### config.mk
export PLATFORM = sky130hd
export DESIGN_NAME = ifetch_32
export DESIGN_NICKNAME = d
export VERILOG_FILES = /design/src/rtl/ifetch_pkg.sv /design/src/rtl/dffr_a_32.sv /design/src/rtl/ifetch_32.sv
export SDC_FILE = /design/constraint.sdc
export NUM_CORES = 1
export LEC_CHECK = 0
export ABC_AREA = 1
export ABC_CLOCK_PERIOD_IN_PS = 1550
export BUFFER_PORTS_ARGS = -buffer_cell sky130_fd_sc_hd__buf_2
export CAP_MARGIN = 20
export CORE_ASPECT_RATIO = 1.1
export CORE_MARGIN = 5
export CORE_UTILIZATION = 42
export CTS_CLUSTER_SIZE = 28
export DETAILED_ROUTE_END_ITERATION = 8
export PLACE_DENSITY = 0.75
export SLEW_MARGIN = 20
export SYNTH_ARGS = -nofsm -noshare
export SYNTH_HDL_FRONTEND = slang
export SYNTH_SLANG_ARGS = --single-unit
### constraint.sdc
create_clock -name clk -period 1.55 [get_ports clk]
set_clock_uncertainty 0.05 [all_clocks]
set_input_delay 0.155 -clock clk [delete_from_list [all_inputs] [get_ports clk]]
set_output_delay 0.155 -clock clk [all_outputs]
set_load 0.05 [all_outputs]
### src/rtl/ifetch_pkg.sv
// Shared constants and FSM state encoding for the instruction fetch unit.
// The same RESET_VECTOR is used by pc_head_32, so both blocks agree on the boot address.
package ifetch_pkg;

    localparam logic [31:0] RESET_VECTOR = 32'h0040_0020;
    localparam logic [31:0] NOP_INSTR    = 32'h0000_0000;

    typedef enum logic [1:0] {
        ST_IDLE = 2'd0,
        ST_REQ  = 2'd1,
        ST_WAIT = 2'd2,
        ST_HOLD = 2'd3
    } fetch_state_t;

endpackage

### src/rtl/dffr_a_32.sv
// 32-bit register with asynchronous active-low load of a fixed value and a clock enable.
module dffr_a_32 (
    input  logic        clk,
    input  logic        reset,
    input  logic [31:0] aload,
    input  logic        en,
    input  logic [31:0] d,
    output logic [31:0] q
);

    // aload is tied to a constant at every instance, so this is a plain preset/clear flop.
    always_ff @(posedge clk or negedge reset) begin
        if (!reset) begin
            q <= aload;
        end else if (en) begin
            q <= d;
        end
    end

endmodule

### src/rtl/ifetch_32.sv
// Single-outstanding instruction fetch: PC load -> memory request -> held instruction to decode.
// Optional misaligned-PC check is enabled by defining IFETCH_ALIGN_CHECK_EN.
module ifetch_32 (
    input  logic        clk,
    input  logic        reset,
    input  logic [31:0] pc,
    input  logic        pc_load,
    output logic        imem_req,
    output logic [31:0] imem_addr,
    input  logic        imem_ack,
    input  logic [31:0] imem_rdata,
    output logic [31:0] instr,
    output logic [31:0] instr_pc,
    output logic        instr_valid,
    input  logic        instr_ready,
    output logic        fetch_fault
);
    import ifetch_pkg::*;

    // Handshakes: imem_req stays high with a stable imem_addr until imem_ack;
    // instr/instr_pc stay stable while instr_valid is high until instr_ready.
    fetch_state_t state;
    fetch_state_t next_state;

    logic        misaligned;
    logic        load_ok;
    logic        addr_en;
    logic        cap_en;
    logic [31:0] addr_q;

`ifdef IFETCH_ALIGN_CHECK_EN
    logic fault_q;

    assign misaligned = (pc[1:0] != 2'b00);

    // Sticky until the next pc_load; an aligned load clears it.
    always_ff @(posedge clk or negedge reset) begin
        if (!reset) begin
            fault_q <= 1'b0;
        end else if (pc_load) begin
            fault_q <= misaligned;
        end
    end

    assign fetch_fault = fault_q;
`else
    assign misaligned  = 1'b0;
    assign fetch_fault = 1'b0;
`endif

    assign load_ok = pc_load & ~misaligned;

    always_ff @(posedge clk or negedge reset) begin
        if (!reset) begin
            state <= ST_IDLE;
        end else begin
            state <= next_state;
        end
    end

    always_comb begin
        next_state = state;
        addr_en    = 1'b0;
        cap_en     = 1'b0;
        unique case (state)
            ST_IDLE: begin
                if (load_ok) begin
                    addr_en    = 1'b1;
                    next_state = ST_REQ;
                end
            end
            ST_REQ, ST_WAIT: begin
                // A redirect wins over an ack in the same cycle; that response is dropped.
                if (pc_load) begin
                    addr_en    = load_ok;
                    next_state = load_ok ? ST_REQ : ST_IDLE;
                end else if (imem_ack) begin
                    cap_en     = 1'b1;
                    next_state = ST_HOLD;
                end else begin
                    next_state = ST_WAIT;
                end
            end
            ST_HOLD: begin
                if (pc_load) begin
                    addr_en    = load_ok;
                    next_state = load_ok ? ST_REQ : ST_IDLE;
                end else if (instr_ready) begin
                    next_state = ST_IDLE;
                end
            end
            default: begin
                next_state = ST_IDLE;
            end
        endcase
    end

    dffr_a_32 u_addr_reg (
        .clk   (clk),
        .reset (reset),
        .aload (RESET_VECTOR),
        .en    (addr_en),
        .d     (pc),
        .q     (addr_q)
    );

    dffr_a_32 u_instr_reg (
        .clk   (clk),
        .reset (reset),
        .aload (NOP_INSTR),
        .en    (cap_en),
        .d     (imem_rdata),
        .q     (instr)
    );

    dffr_a_32 u_instr_pc_reg (
        .clk   (clk),
        .reset (reset),
        .aload (RESET_VECTOR),
        .en    (cap_en),
        .d     (addr_q),
        .q     (instr_pc)
    );

    assign imem_req    = (state == ST_REQ) || (state == ST_WAIT);
    assign imem_addr   = addr_q;
    assign instr_valid = (state == ST_HOLD);

endmodule

==> results.md <==
- The end of the critical path is u_instr_pc_reg.q[16].
- After the last flow step, the layout net total stands at 709.
- In the global route stage, met1 resource usage came out at 23.0%.
- Once detailed placement completed, the half-perimeter wirelength came to 6.81 mm.
- The clock period could shrink to 1.54 ns.
- The leakage component of the power is 3.18 nW.
- The number of max-slew violations in the final report is 0.
- The first global-routing pass estimated 17.4 mm of wire.
- The clock tree from TritonCTS is yes.
- The clock buffer count from CTS is 9.
- The number of standard cells after synthesis is 402.
- In this run the worst path has a maximum fanout of 18.
- Yosys mapped the design onto 17 distinct sky130hd cell types.
- The maximum number of pins on one net before global-route repair is 99.
- The final route contains 3,671 vias.
- The max-capacitance violation count is 0.
- The via count of the first global-routing pass is 3,640.
- The number of placed I/O pins is 168.
- Leaving out fill and tap cells, the most frequent cells in the layout are sky130_fd_sc_hd__buf_2 (163), sky130_fd_sc_hd__nand2_1 (126), sky130_fd_sc_hd__dfrtp_1 (94).
- The average wire length per cell after detail routing is 15.4 um.
- The die covers 0.0110 mm^2.
- A synthesized cell averages 9.42 um^2.
- Before CTS, the worst setup slack after placement is 0.0182 ns.
- The least setup slack across all paths after layout is 0.00676 ns.
- The cell area after synthesis is 0.00379 mm^2.
- The core outline area is 0.00883 mm^2.
- The library cell used most frequently in the layout, excluding fill and tap cells, is sky130_fd_sc_hd__buf_2.
- Counting along the longest clock path gives a buffer depth of 2.
- The number of levels in the clock H-tree is 3.
- The number of non-filler instances in the completed layout is 759.
- The net count after synthesis is 473.
- The cell with the largest stage delay on the worst path is sky130_fd_sc_hd__dfrtp_1.
- The count of nets left with antenna violations once routing finished came out at 0.
- The post-synthesis sequential area ratio is 64.9%.
- The flow ran to the end, and the final reports show no timing, DRC or antenna violations.
- The width of the die is 101 um.
- The critical path launch point is state[0].
- Setup repair after global routing could not meet its margin everywhere.
- STA classifies the critical path endpoint as a flop.
- The peak per-stage delay on the critical path is 0.38 ns.
- The layer flagged by global routing as most heavily used is met2.
- The placer congestion estimate is 0.789.
- The headroom to the max-slew limit is 66.5%.
- The worst setup path is launched from a flop.
- The number of placed cells counting well taps is 665.
- In the final layout, the multi-input gates occupy 0.00113 mm^2.
- Measured in cells, the most critical reg-to-reg path has a length of 9.
- The utilization after layout is 66.5%.
- For this configuration, the core starts out at a cell density of 42.9%.
- For the worst-skew pair, the clock arrives at the later sink with an insertion delay of 0.35 ns.
- The count of unresolved DRC violations after routing is 0.
- With fillers left out, the area of the finished cells amounts to 0.00587 mm^2.
- The count of buffers added on input and output ports is 166.
- During synthesis, Yosys emitted a total of 0 warnings.
- The total wire length is 11.7 mm.
- After filler insertion, the fill cell instance count of the layout stands at 685.
- The worst setup slack for register-to-register paths is 0.007 ns.
- The slew at the pin closest to its max-slew limit is 0.502 ns.
- Global routing used 20.1% of the available tracks.
- The source of the worst register-to-register timing path is state[0].
- The type of the worst setup path is reg -> reg.
- Dividing the detail-routed via count by the number of cells gives 4.84.
- In this run the power density over the cells is 2020 mW/mm^2.
- The total power is 11.9 mW.
- Setup violations remaining at the end of the flow were counted as 0.
- The number of failing hold endpoints at the final stage is 0.
- Counting stages on the worst path, the most repeated cell is sky130_fd_sc_hd__inv_2.
- The site row count is 36.
- For this run, the detailed router's first-pass iteration total came to 4.
- The data arrival time of the critical path is 1.73 ns.
- For met2 alone, demand over resource in global routing was 34.2%.
- The root buffer cell is sky130_fd_sc_hd__clkbuf_8.
- In the global route stage, met3 resource usage came out at 4.00%.
- The endpoint identified for the worst register-to-register timing path is u_instr_pc_reg.q[16].
- After layout, the worst path uses 99.6% of the clock period.
- The area after detailed placement is 0.00476 mm^2.
- Clock-pin slew was measured on the worst setup and hold paths at 0.09 ns.
- The CTS sink count is 98.
- The critical path goes through inv_2 -> ha_4 -> inv_2 -> nor2_4 -> buf_12 -> nand2_8 -> clkbuf_16 -> nand2_1 -> o21ai_0.
- The footprint of the flip-flops and latches is 0.00246 mm^2.
- The largest voltage drop on the vdd net is 0.949 mV.
- For the worst setup path, the data required time is 1.74 ns.
- The fraction of final layout cells with drive strength greater than 1 is 34.3%.
- The number of antenna violations at the first check in global routing is 0.
- Summed over all layers, the global routing overflow is 0.
- The detailed router finished its first iteration with 183 violations.
- Hold is met by 0.115 ns.
- The chip height is 110 um.
- The maximum operating frequency is 648 MHz.
- The flop and latch count out of synthesis is 98.
- The worst hold path class is in -> reg.
- The setup TNS is 0 ns.
- The area added between synthesis and finish is 55.0%.
layer usage:
metal  up-vias  share of wire (%)  routed length [um]
met1      1757                 38                4380
li1       1734                  -                   -
met3        37                5.6                 652
met4         0                4.0                 471
met2       143                 53                6150
met5         -                  0                   0
power breakdown:
group          total (mW)  switching, mW  internal [mW]  leakage (nW)
Sequential           3.92          0.497           3.42          1.21
Combinational        6.26           4.63           1.63          1.87
Clock                1.67          0.806          0.869         0.106
registers in the layout, summed over array words and instances (netlist names):
signal and flops:
state 2, u_addr_reg.q 32, u_instr_pc_reg.q 32, u_instr_reg.q 32
layout make-up:
type / count / area share (%)
sequential: 98 / 41.9
timing repair buffer: 249 / 30.5
multi-input combinational: 242 / 19.2
clock buffer: 13 / 2.88
inverter: 38 / 2.43
tap: 114 / 2.43
clock inverter: 2 / 0.597
antenna: 3 / 0.128
critical path: cells and delay by family (launching register included):
family / cells / cell delay, ns
AOI/OAI and AO/OA: 1 / 0.07
adders and majority gates: 1 / 0.27
buffers and inverters: 4 / 0.42
and+or+nand+nor: 3 / 0.24
DFF: 1 / 0.38
Yosys cell counts:
cell type / number / area share (%)
sky130_fd_sc_hd__nor2_4: 1 / 0.30
sky130_fd_sc_hd__o21ai_0: 55 / 7.3
sky130_fd_sc_hd__nand2_2: 1 / 0.17
sky130_fd_sc_hd__a21oi_1: 1 / 0.13
sky130_fd_sc_hd__inv_1: 38 / 3.8
sky130_fd_sc_hd__clkbuf_1: 12 / 1.2
sky130_fd_sc_hd__dfrtp_1: 94 / 62
sky130_fd_sc_hd__buf_6: 1 / 0.30
sky130_fd_sc_hd__nand2_1: 135 / 13
sky130_fd_sc_hd__conb_1: 1 / 0.099
sky130_fd_sc_hd__buf_2: 6 / 0.79
sky130_fd_sc_hd__nand3_1: 35 / 4.6
sky130_fd_sc_hd__o21ai_1: 10 / 1.3
sky130_fd_sc_hd__buf_1: 1 / 0.099
sky130_fd_sc_hd__buf_4: 5 / 0.99
sky130_fd_sc_hd__ha_1: 2 / 0.66
sky130_fd_sc_hd__dfstp_2: 4 / 2.8
worst min-delay path by stage:
stage / slack (ns) / start / cells after the start / endpoint
finish: 0.12 / instr_ready / 5 / state[1]
global route: 0.10 / instr_ready / 5 / state[1]
CTS: 0.09 / instr_ready / 5 / state[1]
detailed placement: 0.21 / reset / 2 / u_addr_reg.q[21]
global placement: 0.20 / reset / 2 / u_instr_pc_reg.q[17]
floorplan: -0.19 / reset / 0 / state[0]
logic make-up after synthesis:
group	after synthesis	synth area share (%)
buffers and inverters	63	7.14
other	1	0.0990
and+or+nand+nor	172	18.5
AOI/OAI and AO/OA	66	8.72
adders and majority gates	2	0.661
DFF	98	64.9
timing repair:
item / in CTS / in global routing
gates cloned: 0 / 7
pin swaps: 0 / 2
hold buffers: 65 / 0
gates resized for setup: 1 / 38
hold endpoints to repair: 158 / 0
setup buffers: 0 / 4
setup endpoints to repair: 1 / 63
No activity file was read; power rests on OpenSTA's default activity.
